## src/rtl/rom_loader_pkg.sv

```systemverilog
// Shared types and constants for the ROM loader: FSM state encoding,
// byte-enable patterns and the FIFO entry width ({be, data}).
package rom_loader_pkg;

  typedef enum logic [1:0] {
    ST_IDLE  = 2'd0,
    ST_LOAD  = 2'd1,
    ST_FLUSH = 2'd2,
    ST_DONE  = 2'd3
  } state_t;

  localparam logic [1:0] BE_FULL = 2'b11;
  localparam logic [1:0] BE_LOW  = 2'b01;

  localparam int FIFO_W = 18;

endpackage

```

## src/rtl/rom_loader_fifo.sv

```systemverilog
// Synchronous show-ahead FIFO holding {be, data} words for the memory port.
// dout always presents the oldest entry. A push while full is accepted only
// when a pop happens in the same cycle. clr empties the FIFO synchronously.
module rom_loader_fifo
  import rom_loader_pkg::*;
#(
  parameter int DEPTH = 8
) (
  input  logic              clk,
  input  logic              reset,
  input  logic              clr,
  input  logic              push,
  input  logic [FIFO_W-1:0] din,
  input  logic              pop,
  output logic [FIFO_W-1:0] dout,
  output logic              full,
  output logic              empty
);

  localparam int AW = $clog2(DEPTH);

  logic [AW:0]       wr_ptr_q, wr_ptr_d;
  logic [AW:0]       rd_ptr_q, rd_ptr_d;
  logic [FIFO_W-1:0] mem_q [DEPTH];
  logic              do_push;
  logic              do_pop;

  assign empty   = (wr_ptr_q == rd_ptr_q);
  assign full    = (wr_ptr_q[AW] != rd_ptr_q[AW]) &&
                   (wr_ptr_q[AW-1:0] == rd_ptr_q[AW-1:0]);
  assign do_pop  = pop && !empty;
  assign do_push = push && (!full || do_pop);
  assign dout    = mem_q[rd_ptr_q[AW-1:0]];

  // Pointer update; clear wins over any push/pop in the same cycle.
  always_comb begin
    wr_ptr_d = wr_ptr_q;
    rd_ptr_d = rd_ptr_q;
    if (clr) begin
      wr_ptr_d = '0;
      rd_ptr_d = '0;
    end else begin
      if (do_push) wr_ptr_d = wr_ptr_q + (AW+1)'(1);
      if (do_pop)  rd_ptr_d = rd_ptr_q + (AW+1)'(1);
    end
  end

  // Pointer registers.
  always_ff @(posedge clk or posedge reset) begin
    if (reset) begin
      wr_ptr_q <= '0;
      rd_ptr_q <= '0;
    end else begin
      wr_ptr_q <= wr_ptr_d;
      rd_ptr_q <= rd_ptr_d;
    end
  end

  // Storage array; contents are don't-care while the pointers say empty.
  always_ff @(posedge clk) begin
    if (do_push && !clr) mem_q[wr_ptr_q[AW-1:0]] <= din;
  end

endmodule

```

## src/rtl/rom_loader.sv

```systemverilog
// ROM loader: packs the sys ROM byte stream little-endian into 16-bit words,
// buffers them in a small FIFO and writes them to sequential word addresses
// over a req/ack port. load_done pulses once every word has been accepted
// after the load window closes.
// Optional feature: define ROM_LOADER_CKSUM_EN to add the cksum output
// (16-bit wrapping sum of accepted bytes of the current load).
//
// Memory handshake: mem_req, mem_addr, mem_wdata and mem_be are registered and
// held stable while mem_req is high; a request completes in the cycle mem_ack
// is sampled high, after which mem_req is low for at least one cycle. mem_ack
// while mem_req is low has no effect.
//
// A byte that arrives while the FIFO is full (and no pop frees a slot that
// cycle) is dropped whole: it is neither counted nor packed, and overflow is set.
module rom_loader
  import rom_loader_pkg::*;
#(
  parameter int          ADDR_W     = 22,
  parameter int unsigned BASE_ADDR  = 0,
  parameter int          FIFO_DEPTH = 8
) (
  input  logic              clk,
  input  logic              reset,
  input  logic              rom_loading,
  input  logic [7:0]        rom_do,
  input  logic              rom_do_valid,
  output logic              mem_req,
  output logic [ADDR_W-1:0] mem_addr,
  output logic [15:0]       mem_wdata,
  output logic [1:0]        mem_be,
  input  logic              mem_ack,
  output logic [ADDR_W:0]   byte_count,
  output logic              overflow,
  output logic              load_done,
  output logic              busy,
  output state_t            dbg_state
`ifdef ROM_LOADER_CKSUM_EN
  ,
  output logic [15:0]       cksum
`endif
);

  localparam logic [ADDR_W-1:0] BASE = ADDR_W'(BASE_ADDR);

  state_t              state_q, state_d;
  logic                loading_q;
  logic                pend_q, pend_d;
  logic                half_q, half_d;
  logic [7:0]          low_q, low_d;
  logic [ADDR_W:0]     byte_count_q, byte_count_d;
  logic                overflow_q, overflow_d;
  logic                req_q, req_d;
  logic [ADDR_W-1:0]   addr_q, addr_d;
  logic [15:0]         wdata_q, wdata_d;
  logic [1:0]          be_q, be_d;
`ifdef ROM_LOADER_CKSUM_EN
  logic [15:0]         cksum_q, cksum_d;
`endif

  logic                rise;
  logic                start;
  logic                fifo_clr;
  logic                fifo_push;
  logic [FIFO_W-1:0]   fifo_din;
  logic                fifo_pop;
  logic [FIFO_W-1:0]   fifo_dout;
  logic                fifo_full;
  logic                fifo_empty;
  logic                room;

  assign rise     = rom_loading && !loading_q;
  assign fifo_pop = req_q && mem_ack;
  assign room     = !fifo_full || fifo_pop;

  rom_loader_fifo #(
    .DEPTH (FIFO_DEPTH)
  ) u_fifo (
    .clk   (clk),
    .reset (reset),
    .clr   (fifo_clr),
    .push  (fifo_push),
    .din   (fifo_din),
    .pop   (fifo_pop),
    .dout  (fifo_dout),
    .full  (fifo_full),
    .empty (fifo_empty)
  );

  // Next-state logic: FSM, byte packing, counters and memory-port registers.
  always_comb begin
    state_d      = state_q;
    pend_d       = pend_q;
    half_d       = half_q;
    low_d        = low_q;
    byte_count_d = byte_count_q;
    overflow_d   = overflow_q;
    req_d        = req_q;
    addr_d       = addr_q;
    wdata_d      = wdata_q;
    be_d         = be_q;
`ifdef ROM_LOADER_CKSUM_EN
    cksum_d      = cksum_q;
`endif
    start        = 1'b0;
    fifo_clr     = 1'b0;
    fifo_push    = 1'b0;
    fifo_din     = '0;

    // Memory port: complete on ack, otherwise launch the FIFO head.
    if (req_q) begin
      if (mem_ack) begin
        req_d  = 1'b0;
        addr_d = addr_q + ADDR_W'(1);
      end
    end else if ((state_q == ST_LOAD || state_q == ST_FLUSH) && !fifo_empty) begin
      req_d   = 1'b1;
      wdata_d = fifo_dout[15:0];
      be_d    = fifo_dout[17:16];
    end

    case (state_q)
      ST_IDLE: begin
        if (rise) begin
          start   = 1'b1;
          state_d = ST_LOAD;
        end
      end
      ST_LOAD: begin
        if (!rom_loading) begin
          // Window closed: flush a pending low byte as a half word.
          state_d = ST_FLUSH;
          half_d  = 1'b0;
          if (half_q) begin
            if (room) begin
              fifo_push = 1'b1;
              fifo_din  = {BE_LOW, 8'h00, low_q};
            end else begin
              overflow_d = 1'b1;
            end
          end
        end else if (rom_do_valid) begin
          if (room) begin
            if (byte_count_q != '1) byte_count_d = byte_count_q + (ADDR_W+1)'(1);
`ifdef ROM_LOADER_CKSUM_EN
            cksum_d = cksum_q + {8'h00, rom_do};
`endif
            if (half_q) begin
              fifo_push = 1'b1;
              fifo_din  = {BE_FULL, rom_do, low_q};
              half_d    = 1'b0;
            end else begin
              low_d  = rom_do;
              half_d = 1'b1;
            end
          end else begin
            overflow_d = 1'b1;
          end
        end
      end
      ST_FLUSH: begin
        if (rise) pend_d = 1'b1;
        if (fifo_empty && !req_q) state_d = ST_DONE;
      end
      ST_DONE: begin
        pend_d = 1'b0;
        if (rom_loading || pend_q) begin
          start   = 1'b1;
          state_d = ST_LOAD;
        end else begin
          state_d = ST_IDLE;
        end
      end
      default: state_d = ST_IDLE;
    endcase

    // Load start: fresh counters, empty FIFO, address back to base.
    if (start) begin
      fifo_clr     = 1'b1;
      byte_count_d = '0;
      overflow_d   = 1'b0;
      half_d       = 1'b0;
      low_d        = '0;
      addr_d       = BASE;
`ifdef ROM_LOADER_CKSUM_EN
      cksum_d      = '0;
`endif
    end
  end

  // State registers with asynchronous reset.
  always_ff @(posedge clk or posedge reset) begin
    if (reset) begin
      state_q      <= ST_IDLE;
      loading_q    <= 1'b0;
      pend_q       <= 1'b0;
      half_q       <= 1'b0;
      low_q        <= '0;
      byte_count_q <= '0;
      overflow_q   <= 1'b0;
      req_q        <= 1'b0;
      addr_q       <= BASE;
      wdata_q      <= '0;
      be_q         <= '0;
`ifdef ROM_LOADER_CKSUM_EN
      cksum_q      <= '0;
`endif
    end else begin
      state_q      <= state_d;
      loading_q    <= rom_loading;
      pend_q       <= pend_d;
      half_q       <= half_d;
      low_q        <= low_d;
      byte_count_q <= byte_count_d;
      overflow_q   <= overflow_d;
      req_q        <= req_d;
      addr_q       <= addr_d;
      wdata_q      <= wdata_d;
      be_q         <= be_d;
`ifdef ROM_LOADER_CKSUM_EN
      cksum_q      <= cksum_d;
`endif
    end
  end

  assign mem_req    = req_q;
  assign mem_addr   = addr_q;
  assign mem_wdata  = wdata_q;
  assign mem_be     = be_q;
  assign byte_count = byte_count_q;
  assign overflow   = overflow_q;
  assign load_done  = (state_q == ST_DONE);
  assign busy       = (state_q == ST_LOAD) || (state_q == ST_FLUSH);
  assign dbg_state  = state_q;
`ifdef ROM_LOADER_CKSUM_EN
  assign cksum      = cksum_q;
`endif

endmodule

```

## config.mk

```make
export PLATFORM = sky130hd
export DESIGN_NAME = rom_loader
export DESIGN_NICKNAME = d
export VERILOG_FILES = /design/src/rtl/rom_loader_pkg.sv /design/src/rtl/rom_loader_fifo.sv /design/src/rtl/rom_loader.sv
export SDC_FILE = /design/constraint.sdc
export NUM_CORES = 1
export LEC_CHECK = 0
export CORE_MARGIN = 4
export CORE_UTILIZATION = 55
export DETAILED_ROUTE_END_ITERATION = 7
export PLACE_DENSITY = 0.86
export SLEW_MARGIN = 40
export SYNTH_ARGS = -nofsm -noshare
export SYNTH_HDL_FRONTEND = slang
export SYNTH_SLANG_ARGS = --single-unit
```

## constraint.sdc

```tcl
create_clock -name clk -period 4.2 [get_ports clk]
set_input_delay 0.63 -clock clk [delete_from_list [all_inputs] [get_ports clk]]
set_output_delay 0.63 -clock clk [all_outputs]
set_load 0.01 [all_outputs]
```

==> out/metrics.cfg, run 1 <==
[status]
status = finished, final reports clean

[global_route]
overflow = 0
grt_pass1_vias = 6297
grt_pass1_wl_mm = 34.71
antenna_found_initial = 0
grt_max_degree = 45
track_usage_pct = 21.83

[yosys]
synth_top_cell_by_area = edfxtp_1
synth_nets = 704
synthAdderAreaFrac_pct = 1.148
postSynthAreaPerCell_um2 = 14.38
synth_top_family_by_area = simple AND/OR/NAND/NOR gates
ys_seq_elements = 230
postSynthCellCount = 682
synthMuxAreaShare_pct = 10.32
synthDominantCellAreaShare_pct = 44.08
synth_compound_area_share_pct = 6.250
yosysWarnings = 0
synth_edf_count = 144
synth_cell_types = 52
ys_seq_area_share_pct = 66.02
synthArstFlopShare_pct = 37.39
synth.area.top_cells = edfxtp_1 44%, dfrtp_1 22%, mux4_2 8.3%, mux2i_1 1.9%, o21ai_0 1.7%
yosys.area_share.simple_pct = 10.83
synthXorXnorAreaFrac_pct = 2.730
syn_area_um2 = 9809
synth_top_flop_cell = edfxtp_1

[power_and_ir_drop]
power_density_nw_per_um2 = 588.3
ir_drop_mv = 0.4243
leakagePower_nw = 4.218

[layout]
antenna_cells = 0
layout_common_cells = 144 x edfxtp_1, 85 x dfrtp_1, 81 x clkdlybuf4s50_1, 44 x nand2_1, 40 x nor2_1
fillers = 1168
nets = 796
final_cells = 1016
area_growth_pct = 19.53
drive_gt1_share_pct = 14.41
layout_commonest_cell = edfxtp_1

[die]
die_h_um = 141.6
core_area_um2 = 17420
die_area_um2 = 20040
chipWidth_um = 141.6
start_util_pct = 56.32
std_cell_rows = 48
io_pins = 82

[timing]
tns_ns = 0
setup_viol = 0
max_freq_mhz = 329.1
rsz0062_at_grt = false
tightest_slew_ns = 0.7721
period_needed_ns = 3.039
slew_violations = 0
setup_ws_ns = 1.161
period_share_pct = 72.36
slew_headroom_pct = 48.05
skew_ns = 0.02075
finalHoldViolCount = 0

[clocking]
clkLatencyLatePin_ns = 0.51
cts.clk_slew.worst_paths_ns = 0.06
htree_levels = 1
cts_tree = built
cts_setup_buffers = 0
numClockSinks = 230
hold_buffers = 0
clock-root-buffer = clkbuf_16
cts_made_buffers = 23
cts-resized-gates = 0
clk_path_buf_depth = 3

[critical_path]
critical_path.max_stage_delay_ns = 0.60
end_kind = register
r2r_slack_ns = 1.25
required_ns = 4.38
worstPathBufferInverterCount = 2
cp-start-kind = input port
crit_family = compound AO/OA/AOI/OAI gates
r2r-start = u_fifo.rd_ptr_q[2]
worstPathArrival_ns = 3.22
r2r-end = u_fifo.mem_q[2][15]
critical-path-slowest-cell = clkdlybuf4s50_1
crit_chain = clkdlybuf4s50_1 -> o21ai_1 -> a21o_1 -> nand2_1 -> nor4_2 -> buf_4
worstSetupPathType = input port to register
reg2regPathDepth = 9
cp_max_fo = 18

[routing]
first_pass_iters = 5
drt-initial-drc-count = 550
route.vias.total = 6259
totalWireLength_mm = 21.57
antenna_left = 0
viasPerCell = 6.160
wl_per_cell_um = 21.23
drc = 0

[place]
dp.cells = 973
place_ws_ns = 0.7916
place.gp.congestion = 0.8547
hpwl_mm = 13.23
port-buffer-count = 81

[worst_hold_path]
hold_depth = 2
hold_class = register to register
worstHoldStart = mem_wdata[5]
whs_endpoint = mem_wdata[5]

[job]
drv_cap = 0

-- routing by layer --
metal | track usage (%) | up-vias | wire length (um)
li1 | - | 2785 | -
met1 | 28.87 | 3204 | 8600
met2 | 38.59 | 233 | 11350
met3 | 2.562 | 37 | 1169
met4 | 6.010 | 0 | 447
met5 | 0 | - | 0
-- tightest hold or removal path: stages (launching register included) --
cell	delay, ns
dfrtp_1	0.34
nand2_1	0.04
o21ai_0	0.06
-- per-stage QoR --
step / instance area (um^2) / utilization [%] / total power [W] / hold slack (ns)
2_1_floorplan: 9809 / - / 0.004106 / 0.5004
3_3_place_gp: 10930 / 62.75 / 0.004704 / 0.4625
3_5_place_dp: 10930 / 62.78 / 0.004805 / 0.4721
4_1_cts: 11710 / 67.21 / 0.006908 / 0.4858
5_1_grt: 11730 / 67.32 / 0.007240 / 0.4975
6_report: 11730 / 67.32 / 0.006898 / 0.4763
-- synthesized netlist by cell type, drive strengths merged (2+ instances only) --
cell type  instances
nor2              40
o41ai              2
dfrtp             86
a21oi             28
and4               7
o21ai             38
mux2i             19
clkbuf            15
or4               21
o211ai             2
xor2              12
or3                3
nand3             31
nor3              14
edfxtp           144
nand3b             2
a31oi              2
o21a               2
and2               9
xnor2             16
nor4               3
mux4              36
nand2b             4
ha                 9
and3               6
nand2             44
inv               20
buf               21
nand4             15
o31ai             19
-- sequential cells by signal, summed over array words and instances, names as in the netlist --
name / flops
pend_q: 1
mem_wdata: 16
u_fifo.rd_ptr_q: 4
byte_count: 23
mem_be: 2
loading_q: 1
u_fifo.mem_q: 144
mem_req: 1
u_fifo.wr_ptr_q: 4
low_q: 8
mem_addr: 22
half_q: 1
dbg_state: 2
overflow: 1
-- cells by family after synthesis --
kind of cell,Yosys count
flops,230
fa+ha+maj,9
buf+inv,56
compound gates,102
mux,56
xor+xnor,28
simple gates,201
-- worst max path at each step --
stage / startpoint / to / slack [ns] / cells past startpoint
after floorplan: mem_ack / u_fifo.mem_q[2][0] / 0.49 / 6
after global placement: mem_ack / u_fifo.mem_q[0][3] / 0.96 / 9
after detailed placement: mem_ack / u_fifo.mem_q[2][11] / 0.79 / 9
after CTS: rom_loading / u_fifo.mem_q[2][15] / 1.21 / 6
after global routing: rom_loading / u_fifo.mem_q[2][15] / 1.04 / 6
final: rom_loading / u_fifo.mem_q[2][15] / 1.16 / 6
-- power by group --
group	switching, W	internal [W]	total, W
sequential	0.000189	0.00265	0.00284
combinational	0.00112	0.000853	0.00197
clock	0.000830	0.00126	0.00208
total	0.00214	0.00476	0.00690
-- cell type report --
type	count	area (um^2)	share of cell area [%]
flip-flops and latches	230	6477	55.24
clock buffers	27	590.6	5.037
multi-input cells	396	3131	26.70
repair buffers	103	988.4	8.430
inverters	20	76.32	0.6509
well taps	225	281.5	2.401
clock inverters	15	180.2	1.537
Power figures use the tool's default switching activity.
==> run 2, diff against run 1 <==
Settings changed: CORE_UTILIZATION 55 to 52.
Clock period 4.2 ns to 2.6 ns, I/O delays scaled along.
==> out/metrics.cfg, run 2 (synthesis results as in run 1) <==
[status]
status = finished, final reports clean

[routing]
totalWireLength_mm = 20.41
viasPerCell = 5.906
antenna_left = 0
wl_per_cell_um = 19.71
drc = 0
first_pass_iters = 5
drt-initial-drc-count = 400
route.vias.total = 6113

[layout]
drive_gt1_share_pct = 15.76
antenna_cells = 0
layout_commonest_cell = edfxtp_1
area_growth_pct = 21.20
nets = 811
final_cells = 1035
largest_register_ffs = 144
layout_common_cells = 144 x edfxtp_1, 85 x dfrtp_1, 81 x clkdlybuf4s50_1, 43 x nand2_1, 40 x nor2_1
final_area_um2 = 11890

[global_route]
grt_pass1_vias = 6201
overflow = 0
antenna_found_initial = 0
grt_pass1_wl_mm = 33.12
grt_max_degree = 52
track_usage_pct = 19.07

[clocking]
htree_levels = 1
cts.clk_slew.worst_paths_ns = 0.06
cts-resized-gates = 0
cts_setup_buffers = 0
cts_tree = built
clk_path_buf_depth = 3
clock-root-buffer = clkbuf_16
hold_buffers = 0
numClockSinks = 230
clkLatencyLatePin_ns = 0.51
cts_made_buffers = 23

[timing]
period_needed_ns = 2.421
setup_viol = 0
tns_ns = 0
setup_ws_ns = 0.1789
finalHoldViolCount = 0
rsz0062_at_grt = false
slew_violations = 0
tightest_slew_ns = 0.5856
max_freq_mhz = 413.0
skew_ns = 0.02102
period_share_pct = 93.12
slew_headroom_pct = 60.82

[die]
io_pins = 82
std_cell_rows = 49
chipWidth_um = 145.3
core_area_um2 = 18270
die_area_um2 = 21130
start_util_pct = 53.69
die_h_um = 145.3

[critical_path]
required_ns = 2.21
r2r-start = dbg_state[0]
r2r-end = u_fifo.mem_q[2][3]
worstPathArrival_ns = 2.03
end_kind = output pin
worstSetupPathType = register to output pin
cp_max_fo = 5
r2r_slack_ns = 0.26
cp-start-kind = register
reg2regPathDepth = 6

[worst_hold_path]
hold_class = input port to async pin

[power_and_ir_drop]
power_density_nw_per_um2 = 917.5
ir_drop_mv = 0.5069
leakagePower_nw = 4.288

[place]
hpwl_mm = 12.78
dp.cells = 993
postPlaceCellArea_um2 = 11190
port-buffer-count = 81
place.gp.congestion = 0.8075
place_ws_ns = 0.03794

[job]
drv_cap = 0

==> run 2: cell count changes in the layout (fill, tap and decap cells not counted), moves of 2 or more <==
cell       change
nor4_4         +2
nor4_2         -2
clkinv_1       -4
buf_4          +7
buf_12         +8
clkbuf_8       +2
bufinv_16      -4
clkbuf_1       +6
==> run 2: routing by layer <==
metal  GRT usage [%]  routed length (um)
met1           25.30                8504
met3           2.709                 921
met4           5.745                 537
met5               0                   0
met2           33.07               10440
==> run 2: metrics by stage <==
step	power, W	util, %	hold slack (ns)
global placement	0.007802	61.25	0.4637
global route	0.01148	65.07	0.1583
detailed placement	0.007908	61.25	0.4699
finish	0.01091	65.07	0.1573
floorplan	0.006661	-	0.4214
CTS	0.01103	65.07	0.1418
==> run 2: where the power goes <==
part / total [W] / switching [W] / leakage, nW / internal (W)
clock: 0.00307 / 0.00131 / 0.346 / 0.00176
combinational: 0.00330 / 0.00182 / 1.43 / 0.00148
sequential: 0.00454 / 0.000257 / 2.51 / 0.00428
==> run 2: how the worst max path moves through the flow <==
stage | from | to | slack [ns] | cells after the start
floorplan | u_fifo.wr_ptr_q[1] | u_fifo.mem_q[2][0] | -0.33 | 7
global placement | mem_ack | u_fifo.mem_q[2][9] | 0.1 | 8
detailed placement | mem_ack | u_fifo.mem_q[2][9] | 0.04 | 8
CTS | dbg_state[0] | busy | 0.15 | 3
global route | dbg_state[0] | busy | 0.09 | 3
finish | dbg_state[0] | busy | 0.18 | 3
==> run 2: critical path, stage by stage, from the launching register on <==
cell and delay (ns):
dfrtp_1 0.41, inv_1 0.11, ha_1 0.42, clkdlybuf4s50_1 0.58
==> run 2: cell type report <==
cell class | instances | area (um^2)
clock inverters | 6 | 33.78
clock buffers | 36 | 665.6
inverters | 20 | 78.83
fillers | 1256 | 6381
well taps | 229 | 286.5
multi-input cells | 396 | 3146
repair buffers | 118 | 1201
flip-flops and latches | 230 | 6477
